File: src/rtl/session_ctrl.sv
// -----------------------------------------------------------------------------
// session_ctrl
//   Login / feature-grant controller placed after the combinational
//   authentication and feature-select decoder. It opens a session for a
//   single decoded role, grants one permitted feature at a time, logs the
//   user out after an idle period, and locks the panel out after repeated
//   failed logins.
//
// Ports
//   clk                             system clock (rising edge)
//   rst                             synchronous, active-high reset
//   ATadm/ATtest/ATuser/ATguest     one-hot role lines from the decoder
//   FT0..FT6                        feature lines from the decoder
//   confirm                         debounced confirm button (acts on rising edge)
//   logout                          debounced logout button (level)
//   logged_in                       high in SESSION or ACTIVE
//   role[1:0]                       0 adm, 1 test, 2 user, 3 guest (0 when logged out)
//   feature_grant[6:0]              one-hot granted feature, zero unless ACTIVE
//   deny                            one-cycle pulse on a rejected request
//   locked                          high in LOCKOUT
//   state[1:0]                      0 IDLE, 1 SESSION, 2 ACTIVE, 3 LOCKOUT
//
// Optional build macro SESSION_CTRL_AUDIT_EN adds:
//   deny_count[7:0]                 saturating count of deny pulses (rst-only clear)
//   lockout_seen                    sticky flag set on the first LOCKOUT entry
// -----------------------------------------------------------------------------
module session_ctrl #(
  parameter int         TIMEOUT_CYCLES = 1000,
  parameter int         MAX_FAILS      = 3,
  parameter int         LOCK_CYCLES    = 500,
  parameter logic [6:0] ADM_MASK       = 7'h7F,
  parameter logic [6:0] TEST_MASK      = 7'h3F,
  parameter logic [6:0] USER_MASK      = 7'h0F,
  parameter logic [6:0] GUEST_MASK     = 7'h01
) (
  input  logic       clk,
  input  logic       rst,
  input  logic       ATadm,
  input  logic       ATtest,
  input  logic       ATuser,
  input  logic       ATguest,
  input  logic       FT0,
  input  logic       FT1,
  input  logic       FT2,
  input  logic       FT3,
  input  logic       FT4,
  input  logic       FT5,
  input  logic       FT6,
  input  logic       confirm,
  input  logic       logout,
  output logic       logged_in,
  output logic [1:0] role,
  output logic [6:0] feature_grant,
  output logic       deny,
  output logic       locked,
  output logic [1:0] state
`ifdef SESSION_CTRL_AUDIT_EN
  ,
  output logic [7:0] deny_count,
  output logic       lockout_seen
`endif
);

  typedef enum logic [1:0] {
    S_IDLE    = 2'd0,
    S_SESSION = 2'd1,
    S_ACTIVE  = 2'd2,
    S_LOCKOUT = 2'd3
  } state_t;

  localparam int TMR_W  = $clog2(TIMEOUT_CYCLES);
  localparam int LOCK_W = $clog2(LOCK_CYCLES);
  localparam int FAIL_W = (MAX_FAILS > 1) ? $clog2(MAX_FAILS) : 1;

  state_t              state_q, state_d;
  logic [1:0]          role_q, role_d;
  logic [6:0]          grant_q, grant_d;
  logic                deny_q, deny_d;
  logic                logged_in_q, logged_in_d;
  logic                locked_q, locked_d;
  logic                confirm_q, confirm_d;
  logic [TMR_W-1:0]    tmr_q, tmr_d;
  logic [LOCK_W-1:0]   lock_q, lock_d;
  logic [FAIL_W-1:0]   fail_q, fail_d;

  logic [3:0] at_vec;
  logic [6:0] ft_vec;
  logic [1:0] at_role;
  logic [6:0] role_mask;
  logic       cfm_re;

  function automatic logic is_onehot4(input logic [3:0] v);
    return (v != 4'd0) && ((v & (v - 4'd1)) == 4'd0);
  endfunction

  function automatic logic is_onehot7(input logic [6:0] v);
    return (v != 7'd0) && ((v & (v - 7'd1)) == 7'd0);
  endfunction

  assign at_vec = {ATguest, ATuser, ATtest, ATadm};
  assign ft_vec = {FT6, FT5, FT4, FT3, FT2, FT1, FT0};
  assign cfm_re = confirm & ~confirm_q;

  // Role index of the (assumed one-hot) role vector; only used when one-hot.
  always_comb begin
    at_role = 2'd0;
    case (at_vec)
      4'b0010: at_role = 2'd1;
      4'b0100: at_role = 2'd2;
      4'b1000: at_role = 2'd3;
      default: at_role = 2'd0;
    endcase
  end

  always_comb begin
    role_mask = ADM_MASK;
    case (role_q)
      2'd1:    role_mask = TEST_MASK;
      2'd2:    role_mask = USER_MASK;
      2'd3:    role_mask = GUEST_MASK;
      default: role_mask = ADM_MASK;
    endcase
  end

  always_comb begin
    state_d   = state_q;
    role_d    = role_q;
    grant_d   = grant_q;
    deny_d    = 1'b0;
    fail_d    = fail_q;
    tmr_d     = tmr_q;
    lock_d    = lock_q;
    confirm_d = confirm;

    case (state_q)
      S_IDLE: begin
        tmr_d = '0;
        if (cfm_re) begin
          if (is_onehot4(at_vec)) begin
            state_d = S_SESSION;
            role_d  = at_role;
            fail_d  = '0;
          end else if (fail_q == FAIL_W'(MAX_FAILS - 1)) begin
            // The attempt that exhausts the budget locks out rather than pulsing deny.
            state_d = S_LOCKOUT;
            fail_d  = '0;
            lock_d  = '0;
          end else begin
            deny_d = 1'b1;
            fail_d = fail_q + 1'b1;
          end
        end
      end

      S_SESSION: begin
        if (logout) begin
          state_d = S_IDLE;
          role_d  = 2'd0;
          tmr_d   = '0;
        end else if (cfm_re) begin
          tmr_d = '0;
          if (is_onehot7(ft_vec) && ((ft_vec & role_mask) != 7'd0)) begin
            state_d = S_ACTIVE;
            grant_d = ft_vec;
          end else begin
            deny_d = 1'b1;
          end
        end else if (tmr_q == TMR_W'(TIMEOUT_CYCLES - 1)) begin
          state_d = S_IDLE;
          role_d  = 2'd0;
          tmr_d   = '0;
        end else begin
          tmr_d = tmr_q + 1'b1;
        end
      end

      S_ACTIVE: begin
        tmr_d = '0;
        if (logout) begin
          state_d = S_IDLE;
          role_d  = 2'd0;
          grant_d = 7'd0;
        end else if (cfm_re) begin
          state_d = S_SESSION;
          grant_d = 7'd0;
        end
      end

      default: begin
        if (lock_q == LOCK_W'(LOCK_CYCLES - 1)) begin
          state_d = S_IDLE;
          lock_d  = '0;
        end else begin
          lock_d = lock_q + 1'b1;
        end
      end
    endcase

    logged_in_d = (state_d == S_SESSION) || (state_d == S_ACTIVE);
    locked_d    = (state_d == S_LOCKOUT);
  end

  always_ff @(posedge clk) begin
    if (rst) begin
      state_q     <= S_IDLE;
      role_q      <= 2'd0;
      grant_q     <= 7'd0;
      deny_q      <= 1'b0;
      logged_in_q <= 1'b0;
      locked_q    <= 1'b0;
      confirm_q   <= 1'b0;
      tmr_q       <= '0;
      lock_q      <= '0;
      fail_q      <= '0;
    end else begin
      state_q     <= state_d;
      role_q      <= role_d;
      grant_q     <= grant_d;
      deny_q      <= deny_d;
      logged_in_q <= logged_in_d;
      locked_q    <= locked_d;
      confirm_q   <= confirm_d;
      tmr_q       <= tmr_d;
      lock_q      <= lock_d;
      fail_q      <= fail_d;
    end
  end

  assign state         = state_q;
  assign role          = role_q;
  assign feature_grant = grant_q;
  assign deny          = deny_q;
  assign logged_in     = logged_in_q;
  assign locked        = locked_q;

`ifdef SESSION_CTRL_AUDIT_EN
  logic [7:0] deny_count_q, deny_count_d;
  logic       lockout_seen_q, lockout_seen_d;

  // Counts in step with the deny output so both appear on the same cycle.
  always_comb begin
    deny_count_d   = deny_count_q;
    lockout_seen_d = lockout_seen_q | (state_d == S_LOCKOUT);
    if (deny_d && (deny_count_q != 8'hFF)) deny_count_d = deny_count_q + 8'd1;
  end

  always_ff @(posedge clk) begin
    if (rst) begin
      deny_count_q   <= 8'd0;
      lockout_seen_q <= 1'b0;
    end else begin
      deny_count_q   <= deny_count_d;
      lockout_seen_q <= lockout_seen_d;
    end
  end

  assign deny_count   = deny_count_q;
  assign lockout_seen = lockout_seen_q;
`endif

endmodule

File: config.mk
export PLATFORM = sky130hd
export DESIGN_NAME = session_ctrl
export DESIGN_NICKNAME = d
export VERILOG_FILES = /design/src/rtl/session_ctrl.sv
export SDC_FILE = /design/constraint.sdc
export NUM_CORES = 1
export LEC_CHECK = 0
export CAP_MARGIN = 25
export CORE_MARGIN = 8
export CORE_UTILIZATION = 46
export DETAILED_ROUTE_END_ITERATION = 8
export GPL_TIMING_DRIVEN = 0
export PLACE_DENSITY = 0.69
export SYNTH_ARGS = -nofsm -noshare
export SYNTH_HDL_FRONTEND = slang
export SYNTH_SLANG_ARGS = --single-unit
File: constraint.sdc
create_clock -name clk -period 3.05 [get_ports clk]
set_clock_uncertainty 0.2 [all_clocks]
set_input_delay 0.4575 -clock clk [delete_from_list [all_inputs] [get_ports clk]]
set_output_delay 0.4575 -clock clk [all_outputs]
set_load 0.02 [all_outputs]
==> results.md <==
- Post-CTS repair changed the size of 0 cells.
- The count of flip-flops with a built-in enable after synthesis is 0.
- For this configuration, the core starts out at a cell density of 48.0%.
- The first-pass GRT wire length is 8820 um.
- In this run the tightest slew margin relative to its limit is 52.7%.
- By startpoint and endpoint, the worst setup path is classified as input pin to flip-flop.
- In this run the worst path has a maximum fanout of 5.
- The worst hold margin is 0.257 ns.
- After synthesis, the mean cell area works out to 8.20 um2.
- The number of nets with antenna violations after detailed routing is 0.
- The number of nets produced by synthesis is 278.
- Yosys attributes the largest share of cell area to sky130_fd_sc_hd__dfxtp_1 (34%), sky130_fd_sc_hd__nand2_1 (5.4%), sky130_fd_sc_hd__nor2_1 (4.8%), sky130_fd_sc_hd__ha_1 (4.8%), sky130_fd_sc_hd__a21oi_1 (4.3%).
- In the routed design, unresolved DRC markers number 0.
- The die is 83.4 um tall.
- The clock net in this run drives a total of 36 sinks.
- The share of the core filled with cells is 58.4%.
- The core region area is 4350 um2.
- The total grt overflow is 0.
- The leakage power of the design is 0.839 nW.
- The setup check on the worst reg-to-reg path leaves a slack of 0.34 ns.
- The slew at the pin closest to its max-slew limit is 0.706 ns.
- The detailed-route vias per instance is 5.58.
- For this run, the total global-route usage over all layers was measured as 14.7%.
- Clock-pin slew was measured on the worst setup and hold paths at 0.07 ns.
- Once the clock tree was built, the setup fixing pass inserted 0 buffers.
- The fill cell instance count of the final layout is 396.
- TritonCTS created 5 clock buffers.
- The number of cells on the worst reg-to-reg path is 9.
- The die covers 6960 um2.
- The number of antenna diodes in the final layout is 0.
- Data arrives at the worst endpoint at 2.78 ns.
- The share of synthesized registers carrying an async set or reset is 0%.
- The die is 83.4 um wide.
- The worst hold path belongs to the class flip-flop to flip-flop.
- The buffer levels on the longest clock path is 2.
- The H-tree was split into 2 levels.
- The maximum clock frequency is 0.355 GHz.
- Across the run, the number of max-cap violations was 0.
- The routed length per placed instance is 14.0 um.
- The design area is 2540 um2.
- Dividing total power by cell area gives a power density of 402 nW/um2.
- The share of the clock period used by the worst path is 92.3%.
- The unique cell type count in the Yosys netlist is 52.
- The layout overhead on the synthesized area is 21.7%.
- After clock tree synthesis, the flow added hold-fix buffers numbering 0.
- At the end of the flow, the number of nets in the layout was 313.
- The cell type with the highest aggregate area in the netlist is sky130_fd_sc_hd__dfxtp_1.
- During placement, the flow inserted port buffers numbering 28.
- The number of core rows is 24.
- STA classifies the critical path startpoint as an input pin.
- The synthesized netlist occupies a cell area of 2090 um2.
- The worst setup path is captured at a flip-flop.
- Routability-driven placement finished with a final weighted congestion of 0.811.
- The proportion of layout cells with a drive suffix above 1 is 5.50%.
- Counting flops and latches in the post-synthesis netlist gives 36.
- Ranked by instance count, the synthesized netlist is headed by sky130_fd_sc_hd__dfxtp_1 (36), sky130_fd_sc_hd__nand2_1 (30), sky130_fd_sc_hd__nor2_1 (27).
- IR analysis of the VDD net gives a maximum drop of 0.000296 V.
- The via count of the first global-routing pass is 1912.
- The cell count of the worst hold path is 2.
- Setup repair after global routing left no endpoint under its margin.
- The tree is rooted in a sky130_fd_sc_hd__clkbuf_8.
- Entering global routing, the biggest net connects 12 pins.
- Before antenna repair, the detailed router went through 4 iterations.
- The count of routing violations after the opening detailed-route iteration is 96.
- In the post-synthesis netlist, the cell with the most instances is sky130_fd_sc_hd__dfxtp_1.
- Once placement finished, the instance area stood at 2440 um2.
- The cell count after synthesis is 255.
- The number of antenna violations at the first check in global routing is 0.
- The flow ran to the end, and the final reports show no timing, DRC or antenna violations.
- For this run, the number of Yosys warnings is 0.
- The number of hold violations in the final report is 0.
- The total count of max-transition violations in the final report is 0.
- At the worst endpoint, the required time is 3.01 ns.
- TritonCTS built the clock tree.
- The overall power is 1.02 mW.
- The time the final worst path needs with I/O delays and setup is 2.82 ns.
- During I/O placement, the number of pins put on the boundary was 29.
- The share of synthesized area in the top cell type comes to 34.5%.
- Setup violations remaining at the end of the flow were counted as 0.
- After synthesis, flip-flops and latches occupy 34.5% of the total area.
- The final layout contains routed wiring with a total length of 4820 um.
- The HPWL reported at the end of detailed placement is 3590 um.
- The vias after detailed routing is 1915.
- At the later pin of the worst-skew pair, clock insertion delay measures 0.29 ns.
- The most used flip-flop cell after synthesis is sky130_fd_sc_hd__dfxtp_1.
==> cell type report <==
cell class | count | area, um2 | area share (%)
tap | 52 | 65.1 | 2.56
clock inverter | 2 | 35.0 | 1.38
multi-input combinational | 204 | 1310 | 51.6
clock buffer | 6 | 72.6 | 2.85
timing repair buffer | 28 | 280 | 11.0
inverter | 10 | 37.5 | 1.48
buffer | 5 | 18.8 | 0.738
sequential | 36 | 721 | 28.3
==> cell families after synthesis <==
group	share of synthesized area, %
AOI/OAI and AO/OA	19.0
xor gates and xnor gates	5.45
adders and majority gates	5.27
buffers and inverters	2.69
DFF	34.5
muxes	3.83
and+or+nand+nor	29.3
==> worst max-delay path, stage by stage <==
cell and delay [ns]:
sky130_fd_sc_hd__clkdlybuf4s50_1 0.48, sky130_fd_sc_hd__or4_1 0.57, sky130_fd_sc_hd__and2_1 0.16, sky130_fd_sc_hd__o22ai_1 0.23, sky130_fd_sc_hd__a21oi_1 0.18, sky130_fd_sc_hd__o31a_1 0.32, sky130_fd_sc_hd__ha_1 0.26, sky130_fd_sc_hd__nor2b_1 0.12
==> metrics by stage <==
stage	TNS (ns)	setup WS (ns)	instances
after global routing	0	0.0620	343
after global placement	-0.0309	-0.0309	335
after detailed placement	-0.0367	-0.0367	335
final	0	0.235	343
after floorplan	0	0.595	255
after CTS	0	0.245	343
==> cells in the final DEF (no fill, tap or decap), types with 2 or more instances in the layout <==
master | netlist | routed
sky130_fd_sc_hd__or2_2 | 2 | 2
sky130_fd_sc_hd__nor4_1 | 4 | 4
sky130_fd_sc_hd__mux2i_1 | 8 | 8
sky130_fd_sc_hd__xnor2_1 | 9 | 9
sky130_fd_sc_hd__nor2_1 | 27 | 27
sky130_fd_sc_hd__and2_1 | 2 | 2
sky130_fd_sc_hd__or4b_4 | 2 | 2
sky130_fd_sc_hd__nand2_1 | 30 | 30
sky130_fd_sc_hd__nand3_1 | 9 | 9
sky130_fd_sc_hd__a22oi_1 | 2 | 2
sky130_fd_sc_hd__a211oi_1 | 3 | 3
sky130_fd_sc_hd__or3_1 | 2 | 2
sky130_fd_sc_hd__o21a_1 | 2 | 2
sky130_fd_sc_hd__clkbuf_1 | 5 | 6
sky130_fd_sc_hd__dfxtp_1 | 36 | 36
sky130_fd_sc_hd__ha_1 | 8 | 8
sky130_fd_sc_hd__clkdlybuf4s50_1 | 0 | 28
sky130_fd_sc_hd__o41ai_1 | 2 | 2
sky130_fd_sc_hd__nor2b_1 | 8 | 8
sky130_fd_sc_hd__o21ai_0 | 9 | 9
sky130_fd_sc_hd__o31ai_1 | 5 | 5
sky130_fd_sc_hd__xor2_1 | 4 | 4
sky130_fd_sc_hd__a21oi_1 | 18 | 18
sky130_fd_sc_hd__a31oi_1 | 2 | 2
sky130_fd_sc_hd__inv_1 | 10 | 10
sky130_fd_sc_hd__nand2b_1 | 4 | 4
sky130_fd_sc_hd__clkbuf_8 | 0 | 5
sky130_fd_sc_hd__nand4_1 | 4 | 4
sky130_fd_sc_hd__or4_1 | 9 | 9
sky130_fd_sc_hd__nor3_1 | 5 | 5
==> per-layer routing <==
layer	vias to the layer above	part of all wire (%)	global-route usage [%]
met1	874	49	17.4
met3	4	4.3	4.00
met5	-	0	0
li1	1006	-	-
met2	31	46	24.2
met4	0	0.77	6.12
==> state kept, by name, summed over array words and instances, names as in the netlist <==
name	cells
role	2
fail_q	2
confirm_q	1
deny	1
lock_q	9
logged_in	1
feature_grant	7
tmr_q	10
locked	1
state	2
==> worst paths after layout <==
path / start / end
worst max-delay path: FT1 / logged_in
worst min-delay path: feature_grant[0] / feature_grant[0]
worst max register to register: state[1] / logged_in
worst min register to register: feature_grant[0] / feature_grant[0]
==> power by group <==
| part | total [mW] | internal (mW) | switching, mW |
|---|---|---|---|
| Combinational | 0.125 | 0.0545 | 0.0708 |
| Clock | 0.413 | 0.243 | 0.171 |
| Sequential | 0.484 | 0.477 | 0.00725 |
(Power assumes the default switching activity.)
==> variant 1: new RTL, config.mk and constraints unchanged <==
Add a define of `SESSION_CTRL_AUDIT_EN`.
--- a/src/rtl/session_ctrl.sv
+++ b/src/rtl/session_ctrl.sv
@@ -24,6 +24,8 @@
 //   deny_count[7:0]                 saturating count of deny pulses (rst-only clear)
 //   lockout_seen                    sticky flag set on the first LOCKOUT entry
 // -----------------------------------------------------------------------------
+`define SESSION_CTRL_AUDIT_EN
+
 module session_ctrl #(
   parameter int         TIMEOUT_CYCLES = 1000,
   parameter int         MAX_FAILS      = 3,
Formal check against the unedited RTL (old outputs only; new: deny_count and lockout_seen): equivalent (Yosys induction, for registers that start in step).
==> variant 1 against the unedited design <==
Largest power group unchanged; global-route usage shrank 0.67 points; die area grew 9.0%; maximum frequency shrank 3.2%; final area grew 14%; power grew 8.4%; sequential cell count grew 9; hold slack gained 0.017 ns; wire length grew 7.0%; synthesized area grew 11%; worst setup slack lost 0.093 ns.
==> variant 1: results (changes against the unedited design) <==
xor-xnor portion of the synthesized cell area=0.0641 (+0.00962); M3 GR Usage=0.0377 (-0.00230); Post-CTS Setup Bufs=1 (+1); IR Drop Worst-Case VDD=280 µV (-5.4%); total half-perimeter wirelength after legalization and detailed placement=3.75 mm (+4.4%); most numerous cell types in the synthesized netlist=sky130_fd_sc_hd__dfxtp_1, sky130_fd_sc_hd__nor2_1, sky130_fd_sc_hd__nand2_1; Min Hold Slack=0.274 ns (+0.0167 ns); detailed-route wire length on metal 1=2.54 mm (+7.9%); switching part of the total power=0.260 (+0.0167); end point of the most critical hold path=lockout_seen; count of different cell masters after synthesis=45 (-13%); result of the run=completed; global-route track usage on met2=0.218 (-0.0240); share of synthesized area occupied by flip-flops and latches=0.388 (+0.0430); count of cells along the worst register-to-register path=8 (-1); actual transition at the worst max-transition pin=0.700 ns (-0.00613 ns); crit share post-route=0.953 (+0.0304); final net count=340 (+8.6%); maximum cell stage delay along the critical path=0.70 ns (+0.13 ns); post-CTS resize count=4 (+4); Power Dens Cells=383 nW/µm² (-4.7%); placed standard-cell area=2780 µm² (+14%); leak pwr=1.01 nW (+20%); 1st-pass router iterations=6 (+2); worst r2r src=state[0]; final wirelength=5.16 mm (+7.0%); critical path arrival=2.90 ns (+0.12 ns); capture point of the worst reg-to-reg path=tmr_q[5]; average cell area after synthesis=8.57 µm² (+4.6%); compound-gate portion of the synthesized area=0.180 (-0.00991); Detail Route met3 WL=290 µm (+41%); combinational group power=0.142 mW (+14%); routed length on met2=2.26 mm (+1.8%); share of synthesized cell area in full adder, half adder and majority cells=0.0485 (-0.00420); crit path from=ATadm; global-route wire length before repair=8.66 mm (-1.8%); highest-delay cell along the critical path=sky130_fd_sc_hd__or4b_2; number of port buffers=37 (+32%)
==> variant 1: cell types whose count changed after synthesis, sizes merged, moves of 5 or more <==
| cell | before | now |
|---|---|---|
| dfxtp | 36 | 45 |
| inv | 10 | 4 |
| or4 | 9 | 4 |
| nand2b | 4 | 9 |
| mux2i | 8 | 2 |
| nor2 | 27 | 35 |
| nand2 | 30 | 20 |
| a22o | 0 | 7 |
| nand3 | 9 | 14 |
==> variant 1: final cells by class <==
class / count / area (µm²) / area share
Buffer: 7 / 27.5 / 0.00952
Clock buffer: 6 / 72.6 / 0.0251
Clock inverter: 2 / 10.0 / 0.00346
Inverter: 4 / 15.0 / 0.00519
Multi-Input combinational cell: 215 / 1400 / 0.484
Sequential cell: 45 / 901 / 0.311
Tap cell: 70 / 87.6 / 0.0303
Timing Repair Buffer: 38 / 380 / 0.131
==> variant 2: new RTL, config.mk and constraints unchanged <==
Without the edit above. Register the input `confirm` before use, cleared by the reset. The logic sees it one clock later. The other inputs are not delayed to match.
--- a/src/rtl/session_ctrl.sv
+++ b/src/rtl/session_ctrl.sv
@@ -72,6 +72,16 @@
   localparam int LOCK_W = $clog2(LOCK_CYCLES);
   localparam int FAIL_W = (MAX_FAILS > 1) ? $clog2(MAX_FAILS) : 1;
 
+  logic confirm_r;
+
+  always_ff @(posedge clk) begin
+    if (rst) begin
+      confirm_r <= '0;
+    end else begin
+      confirm_r <= confirm;
+    end
+  end
+
   state_t              state_q, state_d;
   logic [1:0]          role_q, role_d;
   logic [6:0]          grant_q, grant_d;
@@ -99,7 +109,7 @@
 
   assign at_vec = {ATguest, ATuser, ATtest, ATadm};
   assign ft_vec = {FT6, FT5, FT4, FT3, FT2, FT1, FT0};
-  assign cfm_re = confirm & ~confirm_q;
+  assign cfm_re = confirm_r & ~confirm_q;
 
   // Role index of the (assumed one-hot) role vector; only used when one-hot.
   always_comb begin
@@ -130,7 +140,7 @@
     fail_d    = fail_q;
     tmr_d     = tmr_q;
     lock_d    = lock_q;
-    confirm_d = confirm;
+    confirm_d = confirm_r;
 
     case (state_q)
       S_IDLE: begin
Check against the original RTL: not equivalent (Yosys sat finds a counterexample within 4 cycles, from zero or initial values and one cycle with rst high).
==> variant 2 against the unedited design <==
Synthesized area is 1.9% higher; final area decreased by 0.34%; power is 9.6% lower; die area is 1.5% higher; core utilization decreased by 0.99 points; sequential cell count increased by 1; first-iteration DRC count shrank 18%; wire length rose by 0.95%; critical path depth is 1 higher; non-clock buffer count unchanged; worst setup slack got worse by 0.090 ns; critical path type unchanged; largest power group unchanged; synthesized cell count is 0.78% higher; cell count stayed put.
==> variant 2: results (changes against the unedited design) <==
result of the run=completed; internal power of the cells=0.693 mW (-10%); total half-perimeter wirelength after legalization and detailed placement=3.64 mm (+1.3%); pin count of the biggest net entering global routing=11 (-1); cell types occupying the most area after synthesis=sky130_fd_sc_hd__dfxtp_1, sky130_fd_sc_hd__nand2_1, sky130_fd_sc_hd__a21oi_1; most numerous cell types in the synthesized netlist=sky130_fd_sc_hd__dfxtp_1, sky130_fd_sc_hd__nand2_1, sky130_fd_sc_hd__nor2_1; Post-CTS Setup Bufs=0 (unchanged); detail-routed via count per cell=5.65 (+1.1%); clock slew seen by the registers of the worst setup and hold paths=0.07 ns (about the same); count of different cell masters after synthesis=53 (+1.9%); IR Drop Worst-Case VDD=262 µV (-12%); Synth async-reset ratio=0 (unchanged); count of cells along the worst register-to-register path=7 (-2); leak pwr=0.840 nW (+0.10%); critical path arrival=2.89 ns (+0.11 ns); # fillers=417 (+5.3%); share of layout cells above drive strength 1=0.0825 (+0.0275); via count of the first global-routing pass=1716 (-10%); Top reg by flops=tmr_q; Crit Path Max Fanout=9 (+4); mean routed wirelength per cell=14.2 µm (+0.95%); overall fraction of global-route tracks in use=0.139 (-0.00723); global-route wire length before repair=8.17 mm (-7.4%); most repeated cell in the gate-level netlist after synthesis=sky130_fd_sc_hd__dfxtp_1; final weighted congestion of routability-driven global placement=0.877 (+8.1%); total nets after synthesis=280 (+0.72%); actual transition at the worst max-transition pin=0.571 ns (-0.134 ns); minimum setup slack after placement=-0.151 ns (-0.114 ns); hold_buf cts=0 (unchanged); share of synthesized area occupied by flip-flops and latches=0.348 (+0.00312); HP Class=in -> reg; number of port buffers=26 (-7.1%); Inserted Diodes=0 (unchanged); DRC marker count from the first detailed-route iteration=79 (-18%)
## variant 2: cell count changes in the layout (fill, tap and decap cells not counted), moves of 3 or more
cell and delta:
sky130_fd_sc_hd__xnor2_1 -4, sky130_fd_sc_hd__nor4b_1 +3, sky130_fd_sc_hd__nor2_1 -4, sky130_fd_sc_hd__nor3_1 +6, sky130_fd_sc_hd__nand2_1 -3, sky130_fd_sc_hd__nand2b_1 -3
sky130_fd_sc_hd__o21ai_0 +4, sky130_fd_sc_hd__a211oi_1 -3, sky130_fd_sc_hd__or4_1 -3
## variant 2: logic make-up after synthesis
logic type,after synthesis,share of synthesized area
DFF,37,0.348
adders and majority gates,8,0.0470
xor gates and xnor gates,11,0.0488
AOI/OAI and AO/OA,57,0.172
muxes,7,0.0329
and+or+nand+nor,119,0.311
buffers and inverters,18,0.0400
## variant 2: metal layers
layer,part of all wire,track usage,vias to the layer above
met2,0.45,0.201,47
met1,0.49,0.189,884
met5,0,0,-
met3,0.048,0.0391,4
met4,0.011,0.0534,0
li1,-,-,1002
## variant 2: area by class of cell
type | count | area share
Sequential cell | 37 | 0.292
Buffer | 7 | 0.0173
Clock buffer | 8 | 0.0316
Timing Repair Buffer | 26 | 0.103
Inverter | 11 | 0.0163
Tap cell | 52 | 0.0257
Multi-Input combinational cell | 202 | 0.514
## variant 2: critical path: stages
cell	delay [ns]
sky130_fd_sc_hd__clkdlybuf4s50_1	0.49
sky130_fd_sc_hd__or4_4	0.58
sky130_fd_sc_hd__a221oi_2	0.30
sky130_fd_sc_hd__a21oi_2	0.08
sky130_fd_sc_hd__nor4_2	0.31
sky130_fd_sc_hd__buf_6	0.20
sky130_fd_sc_hd__a211o_1	0.13
sky130_fd_sc_hd__ha_1	0.22
sky130_fd_sc_hd__nor2b_1	0.13
## variant 2: path summary, 6_finish.rpt
kind | start | endpoint | slack [ns]
max | FT2 | logged_in | 0.14
min | rst | locked | 0.17
max reg2reg | state[1] | tmr_q[7] | 0.42
min reg2reg | feature_grant[1] | feature_grant[1] | 0.25
## variant 2: power by group through the flow
stage	Sequential, mW	Combinational (mW)	Clock (mW)
2_1_floorplan	0.505	0.0554	0
3_3_place_gp	0.504	0.0988	0
3_5_place_dp	0.504	0.0998	0
4_1_cts	0.493	0.100	0.340
5_1_grt	0.493	0.112	0.362
6_report	0.493	0.0995	0.333
## variant 2: per-stage QoR
| step | cell area, µm² | std cells |
|---|---|---|
| CTS | 2530 | 343 |
| detailed placement | 2450 | 335 |
| global route | 2530 | 343 |
| floorplan | 2130 | 257 |
| finish | 2530 | 343 |
| global placement | 2450 | 335 |
